$ cat config.mk
export PLATFORM = sky130hd
export DESIGN_NAME = switch_poll_ctrl
export DESIGN_NICKNAME = d
export VERILOG_FILES = /design/src/rtl/switch_poll_ctrl.sv
export SDC_FILE = /design/constraint.sdc
export NUM_CORES = 1
export LEC_CHECK = 0
export CORE_ASPECT_RATIO = 0.7
export CORE_MARGIN = 3
export CORE_UTILIZATION = 30
export CTS_CLUSTER_DIAMETER = 100
export DETAILED_ROUTE_END_ITERATION = 8
export GPL_TIMING_DRIVEN = 0
export MAX_ROUTING_LAYER = met4
export PLACE_DENSITY = 0.58
export SYNTH_ARGS = -nofsm -noshare
export SYNTH_HDL_FRONTEND = slang
export SYNTH_SLANG_ARGS = --single-unit
$ cat constraint.sdc
create_clock -name clk -period 5.72 [get_ports clk]
set_clock_uncertainty 0.05 [all_clocks]
set_input_delay 1.144 -clock clk [delete_from_list [all_inputs] [get_ports clk]]
set_output_delay 1.144 -clock clk [all_outputs]
set_load 0.02 [all_outputs]
$ cat src/rtl/switch_poll_ctrl.sv
// Switch poll controller: periodically reads a PIO through a one-cycle-latency
// read port, debounces the sampled switch vector, and exposes STABLE, EDGE,
// MASK and PERIOD registers to a CPU. irq is a level interrupt for masked edges.
// Optional feature macro: SWITCH_POLL_CTRL_IRQ_EN (MASK register and irq).
module switch_poll_ctrl #(
  parameter int unsigned WIDTH        = 17,
  parameter int unsigned POLL_DIV     = 50000,
  parameter int unsigned DEBOUNCE_CNT = 4
) (
  input  logic        clk,
  input  logic        reset,
  output logic [1:0]  m_address,
  output logic        m_read,
  input  logic [31:0] m_readdata,
  input  logic [1:0]  s_address,
  input  logic        s_read,
  input  logic        s_write,
  input  logic [31:0] s_writedata,
  output logic [31:0] s_readdata,
  output logic        irq
);

  localparam logic [31:0] PollDivW = 32'(POLL_DIV);
  localparam logic [3:0]  DebMax   = 4'(DEBOUNCE_CNT);

  typedef enum logic [1:0] {StIdle, StReq, StCapt, StEval} state_e;

  state_e           state_q, state_d;
  logic [31:0]      per_cnt_q, per_cnt_d;
  logic [31:0]      period_q, period_d;
  logic [3:0]       deb_q, deb_d;
  logic [WIDTH-1:0] cand_q, cand_d;
  logic [WIDTH-1:0] sample_q, sample_d;
  logic [WIDTH-1:0] stable_q, stable_d;
  logic [WIDTH-1:0] edge_q, edge_d;
  logic [WIDTH-1:0] edge_set;
  logic [WIDTH-1:0] mask_val;
  logic [31:0]      rdata_q, rdata_d;

  logic wr_edge, wr_mask, wr_period;
  logic unused_rd;

  assign wr_edge   = s_write && (s_address == 2'd1);
  assign wr_mask   = s_write && (s_address == 2'd2);
  assign wr_period = s_write && (s_address == 2'd3);

  // Only the switch bits of the PIO word matter.
  assign unused_rd = ^m_readdata[31:WIDTH];

  assign m_read     = (state_q == StReq);
  assign m_address  = 2'd0;
  assign s_readdata = rdata_q;

  // Poll sequencer and period counter. The counter keeps running through
  // REQ/CAPT/EVAL so that REQ recurs every PERIOD cycles (for PERIOD >= 4).
  always_comb begin
    state_d   = state_q;
    per_cnt_d = per_cnt_q;
    unique case (state_q)
      StIdle: begin
        if (period_q != 32'd0) begin
          if (per_cnt_q <= 32'd1) begin
            state_d   = StReq;
            per_cnt_d = period_q;
          end else begin
            per_cnt_d = per_cnt_q - 32'd1;
          end
        end
      end
      StReq: begin
        state_d   = StCapt;
        per_cnt_d = (per_cnt_q > 32'd1) ? per_cnt_q - 32'd1 : per_cnt_q;
      end
      StCapt: begin
        state_d   = StEval;
        per_cnt_d = (per_cnt_q > 32'd1) ? per_cnt_q - 32'd1 : per_cnt_q;
      end
      StEval: begin
        state_d   = StIdle;
        per_cnt_d = (per_cnt_q > 32'd1) ? per_cnt_q - 32'd1 : per_cnt_q;
      end
    endcase
    // A PERIOD write restarts the countdown without disturbing the poll.
    if (wr_period) per_cnt_d = s_writedata;
    period_d = wr_period ? s_writedata : period_q;
  end

  // Sample capture, debounce, stable update and edge accumulation.
  always_comb begin
    sample_d = sample_q;
    cand_d   = cand_q;
    deb_d    = deb_q;
    stable_d = stable_q;
    edge_set = '0;
    if (state_q == StCapt) sample_d = m_readdata[WIDTH-1:0];
    if (state_q == StEval) begin
      if (sample_q != cand_q) begin
        cand_d = sample_q;
        deb_d  = 4'd1;
      end else if (deb_q < DebMax) begin
        deb_d = deb_q + 4'd1;
      end
      if ((deb_d == DebMax) && (cand_d != stable_q)) begin
        stable_d = cand_d;
        edge_set = stable_q ^ cand_d;
      end
    end
    // Clear first, then set, so a simultaneous new edge survives the W1C.
    edge_d = (edge_q & ~(wr_edge ? s_writedata[WIDTH-1:0] : '0)) | edge_set;
  end

  // CPU read mux; the output register only moves on a read strobe.
  always_comb begin
    rdata_d = rdata_q;
    if (s_read) begin
      rdata_d = '0;
      unique case (s_address)
        2'd0: rdata_d[WIDTH-1:0] = stable_q;
        2'd1: rdata_d[WIDTH-1:0] = edge_q;
        2'd2: rdata_d[WIDTH-1:0] = mask_val;
        2'd3: rdata_d = period_q;
      endcase
    end
  end

  // Core state registers.
  always_ff @(posedge clk or posedge reset) begin
    if (reset) begin
      state_q   <= StIdle;
      per_cnt_q <= PollDivW;
      period_q  <= PollDivW;
      deb_q     <= '0;
      cand_q    <= '0;
      sample_q  <= '0;
      stable_q  <= '0;
      edge_q    <= '0;
      rdata_q   <= '0;
    end else begin
      state_q   <= state_d;
      per_cnt_q <= per_cnt_d;
      period_q  <= period_d;
      deb_q     <= deb_d;
      cand_q    <= cand_d;
      sample_q  <= sample_d;
      stable_q  <= stable_d;
      edge_q    <= edge_d;
      rdata_q   <= rdata_d;
    end
  end

`ifdef SWITCH_POLL_CTRL_IRQ_EN
  logic [WIDTH-1:0] mask_q;
  logic             irq_q;

  assign mask_val = mask_q;
  assign irq      = irq_q;

  // Interrupt mask and registered interrupt level.
  always_ff @(posedge clk or posedge reset) begin
    if (reset) begin
      mask_q <= '0;
      irq_q  <= 1'b0;
    end else begin
      if (wr_mask) mask_q <= s_writedata[WIDTH-1:0];
      irq_q <= |(edge_q & mask_q);
    end
  end
`else
  logic unused_mask;

  assign mask_val    = '0;
  assign irq         = 1'b0;
  assign unused_mask = wr_mask;
`endif

endmodule
==> flow_summary.ini <==
[yosys]
async_flop_share = 1.000
ys_seq_elements = 170
synth_edf_count = 0
synth_cell_types = 63
ys_seq_area_frac = 0.4961
syn_area_per_cell_sq_um = 9.724
synth_warnings = 0
netlist_instances = 885
syn-cell-area_sq_um = 8606
ys.flop_type = dfrtp_1

[final_layout]
drive_gt1_frac = 0.1368
nets = 1073
areaGrowthSynthToFinish_pct = 23.19
fin_cells = 1380
antenna_cells = 0
final_cell_mix = dfrtp_1 (158), nand2_1 (157), clkdlybuf4s50_1 (86)
layout_commonest_cell = dfrtp_1

[timing]
hold_viol_final = 0
setup_viol = 0
fmax_mhz = 265.1
relSlewSlack = 0.2796
tightest_slew_ps = 1071
grt_setup_unrepaired = false
timing.final.crit_share = 0.6594
finalMaxSlewViolations = 0
fin_setup_tns_ps = 0
fin_crit_ps = 3771

[status]
status = finished, final reports clean

[detailed_routing]
drt_wl_total_microns = 26690
vias = 7086
drt_first_pass_iters = 6
postRouteAntennaNets = 0
wl_per_cell_microns = 19.34
drtIter0Drc = 693
drc = 0
routed_via_density = 5.135

[die]
coreArea_sq_um = 28010
rows = 51
die-height_microns = 147.7
dieArea_sq_um = 30790
ios = 106
start_util = 0.3072
fp.dieW_microns = 208.4

[clocking]
clk_latency_ps = 440
cts_max_path_buffers = 2
cts_hold_buffers = 0
path_clk_slew_ps = 70
cts.repair.resized = 0
cts_tree = built
root_buffer = clkbuf_16
clock_sinks = 170
post_cts_buffers = 0
cts_max_level = 4
cts_inserted_buffers = 17

[worst_setup_path]
worstRegToRegCells = 6
rr_startpoint = period_q[23]$_DFFE_PP0P_
cp.required_ps = 6030
arrival_ps = 4080
start_kind = input port
r2r-end = per_cnt_q[1]$_DFFE_PP0P_
worstSetupPathType = in -> reg
cpLargestDelayFamily = buffers and inverters
slowest_stage = buf_1
reg2reg_slack_ps = 2560
endpoint_kind = flop
crit_buf_inv = 4
cp_max_fo = 10
critPathMostFrequentCell = clkbuf_1
path_cells = clkdlybuf4s50_1, clkbuf_1, and3_1, clkbuf_1, buf_1, nand2_1, o21ai_1
slowest_delay_ps = 630

[grt]
grt_usage = 0.1805
grt_overflow = 0
grt_max_degree = 40
grt_pass1_wl_microns = 41800
grt_pass1_vias = 7113
antenna_found_initial = 0

[pwr]
leakage_nw = 4.489
p_per_area_nw_per_um2 = 385.3
irDropWorstVdd_uv = 174.5

[placed_design]
io_buffers = 86
gp_congestion = 0.9642
dp.cells = 1348
dp_hpwl_microns = 20230

[worst_hold_path]
hp-start = edge_q[9]$_DFF_PP0_
whs_path_depth = 2
hold_class = reg -> reg
hold_path_end = edge_q[9]$_DFF_PP0_

[job]
max_cap_violations = 0
## kinds of logic (layout without fill, tap and decap cells)
group / Yosys count / count (layout) / share of synthesized area
and+or+nand+nor: 344 / 344 / 0.1897
DFF: 170 / 170 / 0.4961
AOI/OAI and AO/OA: 168 / 168 / 0.1247
buffers and inverters: 75 / 197 / 0.03882
muxes: 70 / 70 / 0.08912
xor gates and xnor gates: 50 / 50 / 0.05089
adders and majority gates: 7 / 7 / 0.01018
other: 1 / 3 / 0.0004358
## worst max-delay path by stage
stage	endpoint	depth (start not counted)	slack (ps)	start
6_report	per_cnt_q[17]$_DFFE_PP0P_	7	1950	s_address[0]
5_1_grt	per_cnt_q[25]$_DFFE_PP0P_	7	1720	s_address[0]
4_1_cts	per_cnt_q[17]$_DFFE_PP0P_	7	1920	s_address[0]
3_5_place_dp	per_cnt_q[17]$_DFFE_PP0P_	7	1470	s_address[0]
3_3_place_gp	s_readdata[20]$_DFFE_PP0P_	2	770	reset
2_1_floorplan	cand_q[0]$_DFFE_PP0P_	1	2370	reset
## tightest hold or removal path: stages, from the launching register on
cell	delay, ps
dfrtp_1	340
nand2_1	50
o31ai_1	50
## final cells by class
type / count / area [sq um]
multi-input cells: 642 / 4010
clock inverters: 15 / 153.9
clock buffers: 17 / 425.4
repair buffers: 90 / 940.9
fillers: 2772 / 17410
inverters: 27 / 105.1
well taps: 371 / 464.2
flip-flops and latches: 170 / 4269
plain buffers: 48 / 232.7
## per-layer routing
layer	track usage	wire [microns]	vias to the layer above
li1	-	-	3318
met1	0.2827	14150	3520
met2	0.2430	10700	228
met3	0.03224	1602	20
met4	0.03099	231	0
met5	-	0	-
## synthesized netlist by cell type, drive strengths merged (5+ instances only)
master / count / area [sq um]
nor3: 10 / 66.32
a221o: 10 / 100.1
dfstp: 12 / 315.3
or4: 6 / 48.80
nand2: 158 / 595.6
o211ai: 10 / 75.07
xnor2: 26 / 227.7
nand4: 12 / 96.34
mux2: 53 / 596.8
o31ai: 10 / 88.83
ha: 7 / 87.58
buf: 20 / 127.6
or3: 7 / 43.79
nor2: 71 / 279.0
a211oi: 10 / 75.07
clkbuf: 28 / 105.1
or2: 5 / 31.28
dfrtp: 158 / 3954
xor2: 24 / 210.2
o21ai: 43 / 215.2
nand3: 37 / 195.2
inv: 27 / 101.4
o21a: 6 / 45.04
mux2i: 17 / 170.2
a21oi: 52 / 264.0
a31oi: 7 / 43.79
nor4: 21 / 150.2
## state kept, by name, indices dropped and copies added, names as in the netlist
signal      cells
stable_q       17
sample_q       17
per_cnt_q      32
cand_q         17
period_q       32
edge_q         17
deb_q           4
s_readdata     32
state_q         2
## per-stage QoR
step	hold WS [ps]	area [sq um]	total power, mW	util	setup slack, ps
finish	430.1	10600	4.085	0.3784	1949
global route	445.5	10600	4.317	0.3784	1719
CTS	430.1	10600	4.100	0.3784	1925
detailed placement	414.8	10020	2.953	0.3578	1474
global placement	409.8	9942	2.925	0.3549	775.0
floorplan	396.4	8617	2.531	-	2367
## where the power goes
part           switching, mW  leakage, nW  internal [mW]
clock network          0.563        0.277          0.581
logic                  0.598         2.08          0.544
registers              0.319         2.13           1.48
Note: power is estimated with default switching activity, not from simulation.
